$ cat config.mk
export PLATFORM = sky130hd
export DESIGN_NAME = instr_encoder
export DESIGN_NICKNAME = d
export VERILOG_FILES = /design/src/rtl/rv_isa_pkg.sv /design/src/rtl/instr_field_pack.sv /design/src/rtl/instr_encoder.sv
export SDC_FILE = /design/constraint.sdc
export NUM_CORES = 1
export LEC_CHECK = 0
export ABC_AREA = 1
export BUFFER_PORTS_ARGS = -buffer_cell sky130_fd_sc_hd__buf_4
export CORE_UTILIZATION = 53
export CTS_CLUSTER_DIAMETER = 120
export CTS_CLUSTER_SIZE = 28
export DETAILED_ROUTE_END_ITERATION = 12
export GPL_ROUTABILITY_DRIVEN = 0
export PLACE_DENSITY_LB_ADDON = 0.08
export SLEW_MARGIN = 0
export SYNTH_ARGS = -nofsm -noshare
export SYNTH_HDL_FRONTEND = slang
export SYNTH_SLANG_ARGS = --single-unit
$ cat constraint.sdc
create_clock -name clk -period 2 [get_ports clk]
set_input_delay 0.3 -clock clk [delete_from_list [all_inputs] [get_ports clk]]
set_output_delay 0.3 -clock clk [all_outputs]
set_load 0.01 [all_outputs]
$ cat src/rtl/rv_isa_pkg.sv
// RV32I ISA constants shared by the encode and decode paths.
// Opcodes, instruction classes, NOP word and immediate limits.
package rv_isa_pkg;

  localparam logic [6:0] OP_R = 7'b0110011;
  localparam logic [6:0] OP_I = 7'b0010011;
  localparam logic [6:0] OP_L = 7'b0000011;
  localparam logic [6:0] OP_S = 7'b0100011;
  localparam logic [6:0] OP_B = 7'b1100011;
  localparam logic [6:0] OP_J = 7'b1101111;

  localparam logic [31:0] NOP = 32'h0000_0013;

  localparam int IMM12_MIN = -2048;
  localparam int IMM12_MAX = 2047;
  localparam int IMMB_MIN  = -4096;
  localparam int IMMB_MAX  = 4094;
  localparam int IMMJ_MIN  = -1048576;
  localparam int IMMJ_MAX  = 1048574;

  typedef enum logic [2:0] {
    CLS_R = 3'd0,
    CLS_I = 3'd1,
    CLS_L = 3'd2,
    CLS_S = 3'd3,
    CLS_B = 3'd4,
    CLS_J = 3'd5
  } cls_e;

  typedef struct packed {
    logic [2:0]  cls;
    logic [2:0]  funct3;
    logic        f7b5;
    logic [4:0]  rd;
    logic [4:0]  rs1;
    logic [4:0]  rs2;
    logic [31:0] imm;
  } desc_t;

  function automatic logic in_range(
    input logic [31:0] v,
    input int          lo,
    input int          hi
  );
    return ($signed(v) >= lo) && ($signed(v) <= hi);
  endfunction

endpackage

$ cat src/rtl/instr_field_pack.sv
// Combinational RV32I field packer.
// Illegal descriptors come out as the NOP word.
module instr_field_pack
  import rv_isa_pkg::*;
(
  input  desc_t       d,
  output logic [31:0] word,
  output logic        illegal
);

  logic [11:0] i_imm;
  logic [31:0] w;
  logic        bad;

  // shift-immediate form reuses imm[11:5] as funct7
  always_comb begin
    i_imm = d.imm[11:0];
    if (d.funct3 == 3'b101)
      i_imm[11:5] = {1'b0, d.f7b5, 5'b0};
  end

  // class decode, range checks and field layout
  always_comb begin
    w   = NOP;
    bad = 1'b0;
    unique case (1'b1)
      (d.cls == CLS_R): begin
        w = {1'b0, d.f7b5, 5'b0, d.rs2, d.rs1,
             d.funct3, d.rd, OP_R};
      end
      (d.cls == CLS_I): begin
        bad = !in_range(d.imm, IMM12_MIN, IMM12_MAX);
        w = {i_imm, d.rs1, d.funct3, d.rd, OP_I};
      end
      (d.cls == CLS_L): begin
        bad = !in_range(d.imm, IMM12_MIN, IMM12_MAX);
        w = {d.imm[11:0], d.rs1, d.funct3, d.rd, OP_L};
      end
      (d.cls == CLS_S): begin
        bad = !in_range(d.imm, IMM12_MIN, IMM12_MAX);
        w = {d.imm[11:5], d.rs2, d.rs1, d.funct3,
             d.imm[4:0], OP_S};
      end
      (d.cls == CLS_B): begin
        bad = !in_range(d.imm, IMMB_MIN, IMMB_MAX)
              || d.imm[0];
        w = {d.imm[12], d.imm[10:5], d.rs2, d.rs1,
             d.funct3, d.imm[4:1], d.imm[11], OP_B};
      end
      (d.cls == CLS_J): begin
        bad = !in_range(d.imm, IMMJ_MIN, IMMJ_MAX)
              || d.imm[0];
        w = {d.imm[20], d.imm[10:1], d.imm[11],
             d.imm[19:12], d.rd, OP_J};
      end
      default: bad = 1'b1;
    endcase
  end

  assign illegal = bad;
  assign word    = bad ? NOP : w;

endmodule

$ cat src/rtl/instr_encoder.sv
// Streams decoded descriptors into consecutive
// instruction-memory words, one per cycle.
module instr_encoder
  import rv_isa_pkg::*;
#(
  parameter int ADDR_W = 32,
  parameter int CNT_W  = 16
) (
  input  logic              clk,
  input  logic              rst_n,
  input  logic              start,
  input  logic [ADDR_W-1:0] base_addr,
  input  logic [CNT_W-1:0]  count,
  input  logic              in_valid,
  output logic              in_ready,
  input  logic [2:0]        in_cls,
  input  logic [2:0]        in_funct3,
  input  logic              in_funct7b5,
  input  logic [4:0]        in_rd,
  input  logic [4:0]        in_rs1,
  input  logic [4:0]        in_rs2,
  input  logic [31:0]       in_imm,
  output logic              imem_we,
  output logic [ADDR_W-1:0] imem_waddr,
  output logic [31:0]       imem_wdata,
  output logic              busy,
  output logic              done,
  output logic              err
);

  typedef enum logic [1:0] {
    S_IDLE,
    S_RUN,
    S_DONE
  } state_e;

  state_e            state;
  logic [ADDR_W-1:0] addr;
  logic [CNT_W-1:0]  rem;
  desc_t             desc;
  logic [31:0]       word;
  logic              illegal;

  assign desc = '{
    cls:    in_cls,
    funct3: in_funct3,
    f7b5:   in_funct7b5,
    rd:     in_rd,
    rs1:    in_rs1,
    rs2:    in_rs2,
    imm:    in_imm
  };

  instr_field_pack u_pack (
    .d       (desc),
    .word    (word),
    .illegal (illegal)
  );

  assign in_ready = (state == S_RUN);
  assign busy     = (state == S_RUN);
  assign done     = (state == S_DONE);

  // load FSM, address/remaining counters and write stage
  always_ff @(posedge clk or negedge rst_n) begin
    if (!rst_n) begin
      state      <= S_IDLE;
      addr       <= '0;
      rem        <= '0;
      imem_we    <= 1'b0;
      imem_waddr <= '0;
      imem_wdata <= '0;
      err        <= 1'b0;
    end else begin
      imem_we <= 1'b0;
      unique case (state)
        S_IDLE: begin
          if (start) begin
            addr  <= base_addr;
            rem   <= count;
            err   <= 1'b0;
            state <= (count == '0) ? S_DONE : S_RUN;
          end
        end
        S_RUN: begin
          if (in_valid) begin
            imem_we    <= 1'b1;
            imem_waddr <= addr;
            imem_wdata <= word;
            if (illegal)
              err <= 1'b1;
            addr <= addr + ADDR_W'(4);
            rem  <= rem - CNT_W'(1);
            if (rem == CNT_W'(1))
              state <= S_DONE;
          end
        end
        S_DONE: state <= S_IDLE;
        default: state <= S_IDLE;
      endcase
    end
  end

endmodule

After elaboration in Yosys (flattened, before gate mapping):

Cells that the tools add are included.

* word-level logic and storage cells: 66
* register bits: 116

* reduce and logical (&&, ||, !) cells: 17
* equality and inequality tests: 13
* add/sub/neg operators: 2
* $lt $le $gt $ge: 6
* multiplexer cells: 21

Operators by type and width (number)
* case mux 32 bit (6 select lines): 1
* two-way mux 32 bit: 3
* case mux 32 bit (2 select lines): 1
* adder 32 x 3 -> 32 bit (second input constant): 1
* >= comparator 32 x 12 -> 1 bit (second input constant): 1
* >= comparator 32 x 13 -> 1 bit (second input constant): 1
* >= comparator 32 x 21 -> 1 bit (second input constant): 1
* less-or-equal comparator 32 x 12 -> 1 bit (second input constant): 1
* less-or-equal comparator 32 x 13 -> 1 bit (second input constant): 1
* less-or-equal comparator 32 x 21 -> 1 bit (second input constant): 1
* two-way mux 16 bit: 2
* case mux 16 bit (2 select lines): 1
* == test 16 x 1 -> 1 bit (second input constant): 1
* zero test 16 bit: 1
* subtractor 16 x 1 -> 16 bit (second input constant): 1
* == test 3 bit (second input constant): 3
* two-way mux 2 bit: 4
* two-way mux 7 bit: 1
* == test 3 x 2 -> 1 bit (second input constant): 2
* AND reduction 3 bit: 2
* two-way mux 1 bit: 5
* inequality test 2 x 1 -> 1 bit (second input constant): 2
* inequality test 2 bit (second input constant): 2
* case mux 1 bit (4 select lines): 1
* 14 further kinds: 19

Longest topological paths before layout:

Gate-level depths: netlist of the first run.

* depth after elaboration: 8
* depth in mapped cells: 16
* gate-level depth less buffers: 15

Hierarchy:

From an unflattened synthesis of the first run, not the netlist that was laid out.

* cells, all modules: 1083
* area, all modules: 7247.0 um2

By module, submodules not included
* instr_encoder: cells an instance 858, times used 1, area each 6162.2 um2
* instr_field_pack: cells an instance 225, times used 1, area each 1084.8 um2

Worst setup path after synthesis of the first run:

No wires, ideal clock.

* kind: flip-flop to flip-flop
* start point: register addr[3]
* end point: register addr[22]
* stages on the path, launching flop included: 12
* buffers on the path: 0
* path slack: 0.273 ns
* data required time: 1.867 ns
* arrival: 1.594 ns
* period minus slack after synthesis: 1.727 ns
* path through: dfrtp_1 -> ha_1 -> nand2_1 -> nor2_2 -> nand2_1 -> nor2_2 -> nand2_2 -> nor2_1 -> nand2_1 -> xor2_1 -> nor2_1 -> o22ai_1

* longest elaborated chain between the ends: 3

RTL lines
* from (decl): line instr_encoder.sv:38 `logic [ADDR_W-1:0] addr;`
* from (signal assigned): line instr_encoder.sv:79 `addr <= base_addr;`
* from (signal assigned): line instr_encoder.sv:92 `addr <= addr + ADDR_W'(4);`
* adder 32 x 3 -> 32 bit: line instr_encoder.sv:92
* two-way mux 32 bit: line instr_encoder.sv:86 `if (in_valid) begin`
* case mux 32 bit (2 select lines): line instr_encoder.sv:76 `unique case (state)`

No other way between the ends. The select of a mux whose other input is x is not followed.
A chain may end at the register's enable or synchronous reset.

Worst setup path after layout of the first run:

* start point: register addr[2]
* end point: register addr[26]

The elaborated chain is that of the path after synthesis.

==> metrics.md, run 1 <==
| Metric | Value |
|---|---|
| Run status | `completed` |
| Mux contribution to synthesized area | `0.00153` |
| Worst-path maximum fanout | `4` |
| Layout cells sized above 1 | `0.251` |
| Leak | `about 4.5 nW` |
| Post-synthesis cell area | `between 0.006 and 0.007 mm2` |
| R2R cell count | `9` |
| Total CTS buffers | `17` |
| Die Area | `0.0128 mm2` |
| Setup TNS | `0 ns` |
| Worst Path Arrival | `2.20 ns` |
| First-pass GRT wire length | `29.5 mm` |
| DR WL/cell | `~15 um` |
| Post-Synth Adder-Cell Area | `0.00575` |
| Netlist cell types | `44` |
| Area Growth Syn to Fin | `34.7%` |
| Placement-stage cell area | `around 0.0081 mm2` |
| Number of flops mapped to enable cells by yosys | `0` |
| Initial drt markers | `roughly 520` |
| Final Setup Violations | `0` |
| CTS max path bufs | `2` |
| Vias per inst | `approximately 5.3` |
| Largest net degree at the start of global routing | `80` |
| Worst path required time | `approximately 2.3 ns` |
| Synth Net Count | `a little over 1000` |
| Complex-gate fraction of the synthesized area | `0.150` |
| Synth Register Bits | `114` |
| Min setup slack post-route | `0.117 ns` |
| H-tree depth | `4` |
| DRC | `0` |
| Die height | `about 110 um` |
| Die width | `roughly 110 um` |
| Commonest non-fill, non-tap cell in the layout | `nand2_1` |
| Clock Skew | `roughly 0.013 ns` |
| Worst rel slew slack | `0.631` |
| Crit. End Element | `register` |
| Hold violation total from the final report | `0` |
| Via count | `about 6600` |
| Worst setup SP type | `register` |
| Initial antenna violation count | `0` |
| IO buf count | `about 170` |
| Register area share after synthesis | `0.437` |
| Critical path class | `register to register` |
| TritonCTS clock tree | `done` |
| ANT cells | `0` |
| Synth Area in Simple Gates | `0.298` |
| F_max | `approximately 530 MHz` |
| GRT Resource Usage Total | `0.297` |
| Worst-path clk slew | `roughly 0.050 ns` |
| Post-DRT Antenna Nets | `0` |
| Yosys warnings | `0` |
| GR Overflow Total | `0` |
| Hold WC Path Type | `input pin to register` |
| WL final | `18.1 mm` |
| Clock Latency Late Sink | `~0.43 ns` |
| Final instance area | `0.00879 mm2` |
| VDD IR max | `a little over 800 uV` |
| Top FF cell, synth | `dfrtp_1` |
| Starting density of the core | `0.543` |
| Clock sink count | `roughly 110` |
| Max_cap viols | `0` |
| Nets@finish | `1193` |
| Pre-CTS setup slack | `-0.0146 ns` |
| Post-DP HPWL | `between 10 and 15 mm` |
| Crit path time final | `roughly 1.9 ns` |
| Core area | `between 0.01 and 0.015 mm2` |
| Ys async rst share | `1.00` |
| Vias in the first global route | `between 6000 and 7000` |
| Root buf cell | `clkbuf_16` |
| Main combinational cell family by area after synthesis | `simple AND/OR/NAND/NOR gates` |
| Max-slew violation count | `0` |
| I/O Pins | `between 150 and 200` |
| Worst-Margin Slew | `about 0.55 ns` |
| FP Rows | `40` |
| Syn avg cell area | `7.22 um2` |
| Most frequent cells in the layout | `259 x nand2_1, 190 x buf_4, 114 x dfrtp_1` |
| RSZ-0062 raised after global routing | `false` |
| Power density over cell area | `1470 mW/mm2` |
| WHS Path Cells | `3` |
| XOR/XNOR share of the synthesized area | `0.0148` |
| Period utilization | `0.942` |
| DR pass1 iterations | `5` |
| Mapped Cells | `904` |
-- cells in the mapped netlist (5+ instances only) --
library cell	number	area [um2]
o21ai_1	9	45.0
inv_2	10	37.5
a21oi_1	20	100
nor4_1	13	81.3
clkbuf_1	18	67.6
nor3_1	15	75.1
buf_2	9	45.0
dfrtp_1	114	2850
or2_2	9	56.3
nor2_1	76	285
inv_1	106	398
nand4_1	18	113
nand3_1	29	145
xor2_1	10	87.6
buf_4	5	37.5
o21ai_0	101	505
nand2_1	260	976
a31oi_1	5	31.3
o211ai_1	10	75.1
o22ai_1	25	156
nor2_2	9	56.3
-- metrics by stage --
step | power (mW) | util | hold WS, ns | cells
after detailed placement | 9.47 | 0.671 | 0.230 | 1209
final | 12.9 | 0.732 | 0.0751 | 1244
after global routing | 13.8 | 0.732 | 0.0802 | 1244
after CTS | 12.8 | 0.726 | 0.0700 | 1242
after global placement | 9.37 | 0.671 | 0.232 | 1209
after floorplan | 7.35 | - | 0.00441 | 904
-- cells by family after synthesis --
group,after synthesis
xor+xnor,11
compound gates,178
flops,114
buf+inv,152
mux,1
simple gates,445
fa+ha+maj,3
-- critical path, cell delays in order, from the launching register on --
cell	delay, ns
dfrtp_1	0.41
ha_2	0.22
nand2_1	0.10
nor2_4	0.13
nand4_1	0.17
nor4_1	0.40
or2_2	0.18
nand3_1	0.05
nand2_1	0.07
nand2_1	0.04
-- registers in the layout (all words and copies together), names as in the netlist --
register    cells
imem_we         1
addr           32
rem            16
err             1
imem_waddr     32
imem_wdata     30
state           2
-- path summary, 6_finish.rpt --
| kind | start | end | slack, ns |
|---|---|---|---|
| worst max-delay path | addr[2] | addr[26] | 0.12 |
| worst min-delay path | base_addr[0] | addr[0] | 0.08 |
| worst max register to register | addr[2] | addr[26] | 0.12 |
| worst min register to register | imem_wdata[30] | imem_wdata[30] | 0.48 |
| max in group asynchronous | rst_n | imem_waddr[9] | 1.10 |
| min in group asynchronous | rst_n | imem_waddr[29] | 0.33 |
-- report_power, final --
| part | internal (mW) | switching (mW) |
|---|---|---|
| Clock | 2.21 | 1.08 |
| Sequential | 3.33 | 0.795 |
| Combinational | 2.26 | 3.23 |
-- repair_timing --
| action | in CTS | in global routing |
|---|---|---|
| setup buffers | 0 | 2 |
| hold endpoints to repair | 22 | 0 |
| setup endpoints to repair | 1 | 13 |
| cloned | 0 | 0 |
| hold buffers | 1 | 0 |
| resized for setup | 2 | 13 |
| pin swaps | 0 | 2 |
-- area by class of cell --
type,count,area (um2)
Clock inverter,9,151
Inverter,116,435
Timing Repair Buffer,197,1550
Tap cell,147,184
Clock buffer,23,488
Fill cell,963,3220
Sequential cell,114,2850
Multi-Input combinational cell,638,3130
-- layer usage --
layer	vias to the layer above	part of all wire	global-route usage
met1	3004	0.43	0.384
met2	257	0.47	0.483
met5	-	0	0
met4	0	0.020	0.101
li1	3300	-	-
met3	28	0.076	0.0841
Power figures use the tool's default switching activity.
==> run 2, diff against run 1 <==
Settings changed: CTS_CLUSTER_DIAMETER 120 to 40, GPL_TIMING_DRIVEN from default to 0.
==> metrics.md, run 2 (synthesis gave the netlist of run 1 again) <==
| Metric | Value |
|---|---|
| Run status | `completed` |
| GRT Resource Usage Total | `0.325 (+0.0276)` |
| RR Startpoint | `addr[8]` |
| Total CTS buffers | `17 (unchanged)` |
| FP Rows | `40 (unchanged)` |
| Most frequent cells in the layout | `259 x nand2_1, 179 x buf_4, 114 x dfrtp_1` |
| Die width | `113 um (unchanged)` |
| Area Growth Syn to Fin | `34.7% (about the same)` |
| Vias in the first global route | `6569 (+8.3%)` |
| F_max | `519 MHz (-2.3%)` |
| Final Util | `0.732 (about the same)` |
| Worst-Margin Slew | `0.765 ns (+0.217 ns)` |
| Worst Path Arrival | `1.63 ns (-0.57 ns)` |
| Largest net degree at the start of global routing | `81 (+1.3%)` |
| Max_cap viols | `0 (unchanged)` |
| Worst rel slew slack | `0.486 (-0.146)` |
| Hold violation total from the final report | `0 (unchanged)` |
| Vias per inst | `5.48 (+3.5%)` |
| Worst path required time | `1.70 ns (-0.61 ns)` |
| H-tree depth | `4 (unchanged)` |
| Worst hold start | `base_addr[0]` |
| Layout cells sized above 1 | `0.251 (about the same)` |
| Via count | `6904 (+4.8%)` |
| Starting density of the core | `0.543 (unchanged)` |
| Power density over cell area | `1490 mW/mm2 (+1.5%)` |
| Fillers | `1017 (+5.6%)` |
| DRC | `0 (unchanged)` |
| Area of the multi-input gates | `0.00316 mm2 (+1.0%)` |
| IO buf count | `173 (-0.57%)` |
| Initial drt markers | `585 (+13%)` |
| FF+latch area | `0.00285 mm2 (unchanged)` |
| RSZ-0062 raised after global routing | `false` |
| Crit path time final | `1.93 ns (+0.0444 ns)` |
| Critical path class | `register to primary output` |
| TritonCTS clock tree | `done` |
| Clock Skew | `0.00956 ns (-0.00381 ns)` |
| Worst-path clk slew | `0.06 ns (about the same)` |
| Root buf cell | `clkbuf_16` |
| Clock sink count | `114 (unchanged)` |
| Initial antenna violation count | `0 (unchanged)` |
| DR WL/cell | `15.9 um (+9.1%)` |
| I/O Pins | `175 (unchanged)` |
| Core area | `0.0120 mm2 (unchanged)` |
| Worst-path maximum fanout | `11 (+7)` |
| WL final | `20.1 mm (+11%)` |
| Commonest non-fill, non-tap cell in the layout | `nand2_1` |
| ANT cells | `0 (unchanged)` |
| Max-slew violation count | `0 (unchanged)` |
| Period utilization | `0.964 (+0.0222)` |
| Nets@finish | `1209 (+1.3%)` |
| Clock Latency Late Sink | `0.43 ns (about the same)` |
| Final Setup Violations | `0 (unchanged)` |
| Worst setup SP type | `register` |
| DR pass1 iterations | `5 (unchanged)` |
| VDD IR max | `894 uV (+11%)` |
| Min Hold Slack | `0.0650 ns (-0.0101 ns)` |
| GR Overflow Total | `0 (unchanged)` |
| Leak | `4.41 nW (-1.0%)` |
| Worst setup startpoint | `state[1]` |
| Post-DP HPWL | `14.7 mm (+14%)` |
| Die Area | `0.0128 mm2 (unchanged)` |
| Crit. End Element | `primary output` |
| Largest registers | `addr (32), imem_waddr (32), imem_wdata (30)` |
| CTS max path bufs | `2 (unchanged)` |
| Hold WC Path Type | `input pin to register` |
| First-pass GRT wire length | `31.9 mm (+8.4%)` |
| Die height | `113 um (unchanged)` |
| Post-DRT Antenna Nets | `0 (unchanged)` |
-- run 2: cell types whose count changed in the layout (fill, tap and decap cells not counted), moves of 2 or more --
cell,change
clkbuf_1,+14
buf_4,-11
buf_2,+9
buf_12,-5
clkbuf_2,+4
clkbuf_8,-4
clkinvlp_4,+4
nor4_1,-3
nor4_2,+3
buf_1,+2
-- run 2: repair_timing --
action,in CTS,in global routing
hold endpoints to repair,34,0
pin swaps,0,1
hold buffers,1,0
buffers inserted,0,2
setup endpoints to repair,6,22
gates resized for setup,6,22
-- run 2: stage by stage --
stage / setup WS, ns / setup TNS [ns] / cells / power [mW] / area, um2
after global routing: 0.00327 / 0 / 1260 / 13.9 / 8790
after floorplan: 0.273 / 0 / 904 / 7.35 / 6530
after CTS: 0.0115 / 0 / 1258 / 12.9 / 8690
final: 0.0723 / 0 / 1260 / 13.1 / 8790
after global placement: -0.0858 / -0.0858 / 1224 / 9.47 / 8010
after detailed placement: -0.0816 / -0.0854 / 1225 / 9.62 / 8040
-- run 2: where the power goes --
part           total [mW]  switching, mW  internal (mW)
logic                5.77           3.57           2.20
registers            4.12          0.787           3.33
clock network        3.21           1.13           2.08
-- run 2: layout make-up --
type,count,share of cell area
Sequential cell,114,0.325
Clock buffer,19,0.0492
Tap cell,147,0.0209
Multi-Input combinational cell,638,0.360
Clock inverter,13,0.0211
Timing Repair Buffer,177,0.154
Buffer,36,0.0206
Inverter,116,0.0495
-- run 2: critical path, stage by stage (launching register included) --
cell	delay, ns
dfrtp_1	0.44
nor2_4	0.23
clkbuf_4	0.29
buf_4	0.13
buf_4	0.10
-- run 2: path summary, 6_finish.rpt --
kind | end | slack [ns] | cells past startpoint
max in group asynchronous | imem_wdata[17] | 0.96 | 3
setup / recovery | in_ready | 0.07 | 4
hold / removal | addr[0] | 0.06 | 3
min in group asynchronous | imem_waddr[22] | 0.33 | 2
setup reg to reg | addr[30] | 0.08 | 8
hold reg to reg | imem_waddr[23] | 0.48 | 2
-- run 2: routing by layer --
| layer | vias up | wire length, um | track usage |
|---|---|---|---|
| met5 | - | 0 | 0 |
| met2 | 344 | 9720 | 0.551 |
| met3 | 48 | 1690 | 0.0836 |
| met1 | 3181 | 8060 | 0.394 |
| met4 | 0 | 592 | 0.139 |
| li1 | 3331 | - | - |
==> run 3, diff against run 2 <==
Settings changed: PLACE_DENSITY from default to 0.91, PLACE_DENSITY_LB_ADDON 0.08 to default.
==> metrics.md, run 3 (synthesis gave the netlist of run 1 again) <==
| Metric | Value |
|---|---|
| Run status | `completed` |
| Largest net degree at the start of global routing | `75 (-7.4%)` |
| Setup TNS | `0 ns (unchanged)` |
| Area Growth Syn to Fin | `35.1%` |
| Vias in the first global route | `6802 (+3.5%)` |
| GRT Resource Usage Total | `0.337 (+0.0121)` |
| Critical path class | `register to register` |
| WL final | `20.8 mm (+3.8%)` |
| Design internal power | `7.38 mW (-3.0%)` |
| First-pass GRT wire length | `33.1 mm (+3.7%)` |
| DP Cell Count | `1225 (unchanged)` |
| Switch Pwr | `5.58 mW (+1.5%)` |
| F_max | `512 MHz (-1.3%)` |
| Crit path top cell by count | `nand2_1` |
| Worst path max stage delay | `0.44 ns (about the same)` |
| DR WL/cell | `16.5 um (+3.5%)` |
| Worst setup SP type | `register` |
| Family with the most delay on the worst path | `simple AND/OR/NAND/NOR gates` |
| Min setup slack post-route | `0.0460 ns (-0.0263 ns)` |
| Clock Skew | `0.00879 ns (-0.000765 ns)` |
| Initial drt markers | `820 (+40%)` |
| Core area | `0.0120 mm2 (unchanged)` |
| Slowest cell on the critical path | `dfrtp_1` |
| Initial antenna violation count | `0 (unchanged)` |
| Die width | `113 um (unchanged)` |
| Final Util | `0.734 (+0.00240)` |
| TritonCTS clock tree | `done` |
| Hold violation total from the final report | `0 (unchanged)` |
| FP Rows | `40 (unchanged)` |
| Max_cap viols | `0 (unchanged)` |
| GR Overflow Total | `0 (unchanged)` |
| Die Area | `0.0128 mm2 (unchanged)` |
| Period utilization | `0.977 (+0.0132)` |
| Most frequent cells in the layout | `258 x nand2_1, 186 x buf_4, 113 x dfrtp_1` |
| Power density over cell area | `1470 mW/mm2 (-1.4%)` |
| H-tree depth | `4 (unchanged)` |
| Worst-path clk slew | `0.06 ns (about the same)` |
| Post-DP HPWL | `15.0 mm (+2.3%)` |
| CTS max path bufs | `2 (unchanged)` |
| IO buf count | `173 (unchanged)` |
| Nets@finish | `1213 (+0.33%)` |
| Layout cells sized above 1 | `0.260 (+0.00918)` |
| Commonest non-fill, non-tap cell in the layout | `nand2_1` |
| Root buf cell | `clkbuf_16` |
| I/O Pins | `175 (unchanged)` |
| DR pass1 iterations | `6 (+1)` |
| Worst-path maximum fanout | `5 (-6)` |
| Die height | `113 um (unchanged)` |
| Total CTS buffers | `17 (unchanged)` |
| Largest registers | `addr (32), imem_waddr (32), imem_wdata (30)` |
| Starting density of the core | `0.543 (unchanged)` |
| Pre-CTS setup slack | `-0.143 ns (-0.0612 ns)` |
| Via count | `7183 (+4.0%)` |
| Final Setup Violations | `0 (unchanged)` |
| Power, Total | `13.0 mW (-1.1%)` |
| Power share of the combinational group | `0.455 (+0.015)` |
| VDD IR max | `772 uV (-14%)` |
| Placement-stage cell area | `0.00804 mm2 (about the same)` |
| Max-slew violation count | `0 (unchanged)` |
| Clock group share of total power | `0.223 (-0.022)` |
| Post-DRT Antenna Nets | `0 (unchanged)` |
| CP Buf/Inv Count | `1 (-2)` |
| Crit. End Element | `register` |
| Crit path time final | `1.95 ns (+0.0263 ns)` |
| Worst path required time | `2.32 ns (+0.62 ns)` |
| Min Hold Slack | `0.0750 ns (+0.0100 ns)` |
| Worst path cell trace | `inv_1 -> nor4_4 -> nand2_1 -> nor4_4 -> or2_4 -> nand3_1 -> nand2_1 -> nand2_1` |
| Hold WC Path Type | `input pin to register` |
| DRC | `0 (unchanged)` |
| Vias per inst | `5.69 (+3.8%)` |
| Reg power frac | `0.322 (+0.008)` |
| Net Sw Frac | `0.430 (+0.0110)` |
| Fin cells | `1263 (+0.24%)` |
| Worst rel slew slack | `0.383 (-0.102)` |
| Final instance area | `0.00882 mm2 (+0.33%)` |
| Worst Path Arrival | `2.27 ns (+0.64 ns)` |
| Leak | `4.45 nW (+0.95%)` |
| ANT cells | `0 (unchanged)` |
| Clock sink count | `114 (unchanged)` |
| Fillers | `882 (-13%)` |
| Worst-Margin Slew | `0.917 ns (+0.152 ns)` |
| Clock Latency Late Sink | `0.43 ns (about the same)` |
run 3: final timing paths:
kind / startpoint / slack, ns / cells after the start / to
min in group asynchronous: rst_n / 0.41 / 2 / imem_waddr[20]
setup reg to reg: addr[12] / 0.05 / 8 / addr[26]
setup / recovery: addr[12] / 0.05 / 8 / addr[26]
max in group asynchronous: rst_n / 0.82 / 3 / addr[2]
hold reg to reg: imem_waddr[0] / 0.48 / 2 / imem_waddr[0]
hold / removal: base_addr[0] / 0.08 / 3 / addr[0]
run 3: layout make-up:
class | count | area [um2] | share of cell area
flip-flops and latches | 114 | 2850 | 0.324
clock buffers | 22 | 484 | 0.0549
clock inverters | 9 | 81.3 | 0.00922
repair buffers | 182 | 1390 | 0.157
plain buffers | 35 | 178 | 0.0201
inverters | 116 | 435 | 0.0494
well taps | 147 | 184 | 0.0209
multi-input cells | 638 | 3210 | 0.364
run 3: repair_timing:
item                                   in CTS  in global routing
resized for setup                           9                 31
hold buffers                                1                  0
setup endpoints to repair                   8                 44
setup buffers                               1                  6
pin swaps                                   0                  8
endpoints found under the hold margin      40                  0
run 3: power groups by stage:
stage / Clock (mW) / Sequential, mW / Combinational [mW]
2_1_floorplan: 0 / 4.18 / 3.17
3_3_place_gp: 0 / 4.06 / 5.33
3_5_place_dp: 0 / 4.11 / 5.51
4_1_cts: 2.89 / 4.10 / 5.62
5_1_grt: 3.02 / 4.27 / 6.45
6_report: 2.89 / 4.17 / 5.89
run 3: tightest hold or removal path: cells and delay by family:
kind | cells | cell delay (ns)
AND/OR/NAND/NOR | 2 | 0.09
buffers and inverters | 1 | 0.08
run 3: metal layers:
layer	routed length, um	track usage	vias to the layer above	share of wire
met3	2240	0.111	102	0.11
met4	929	0.165	0	0.045
met1	7710	0.403	3285	0.37
met2	9940	0.551	443	0.48
li1	-	-	3353	-
met5	0	0	-	0
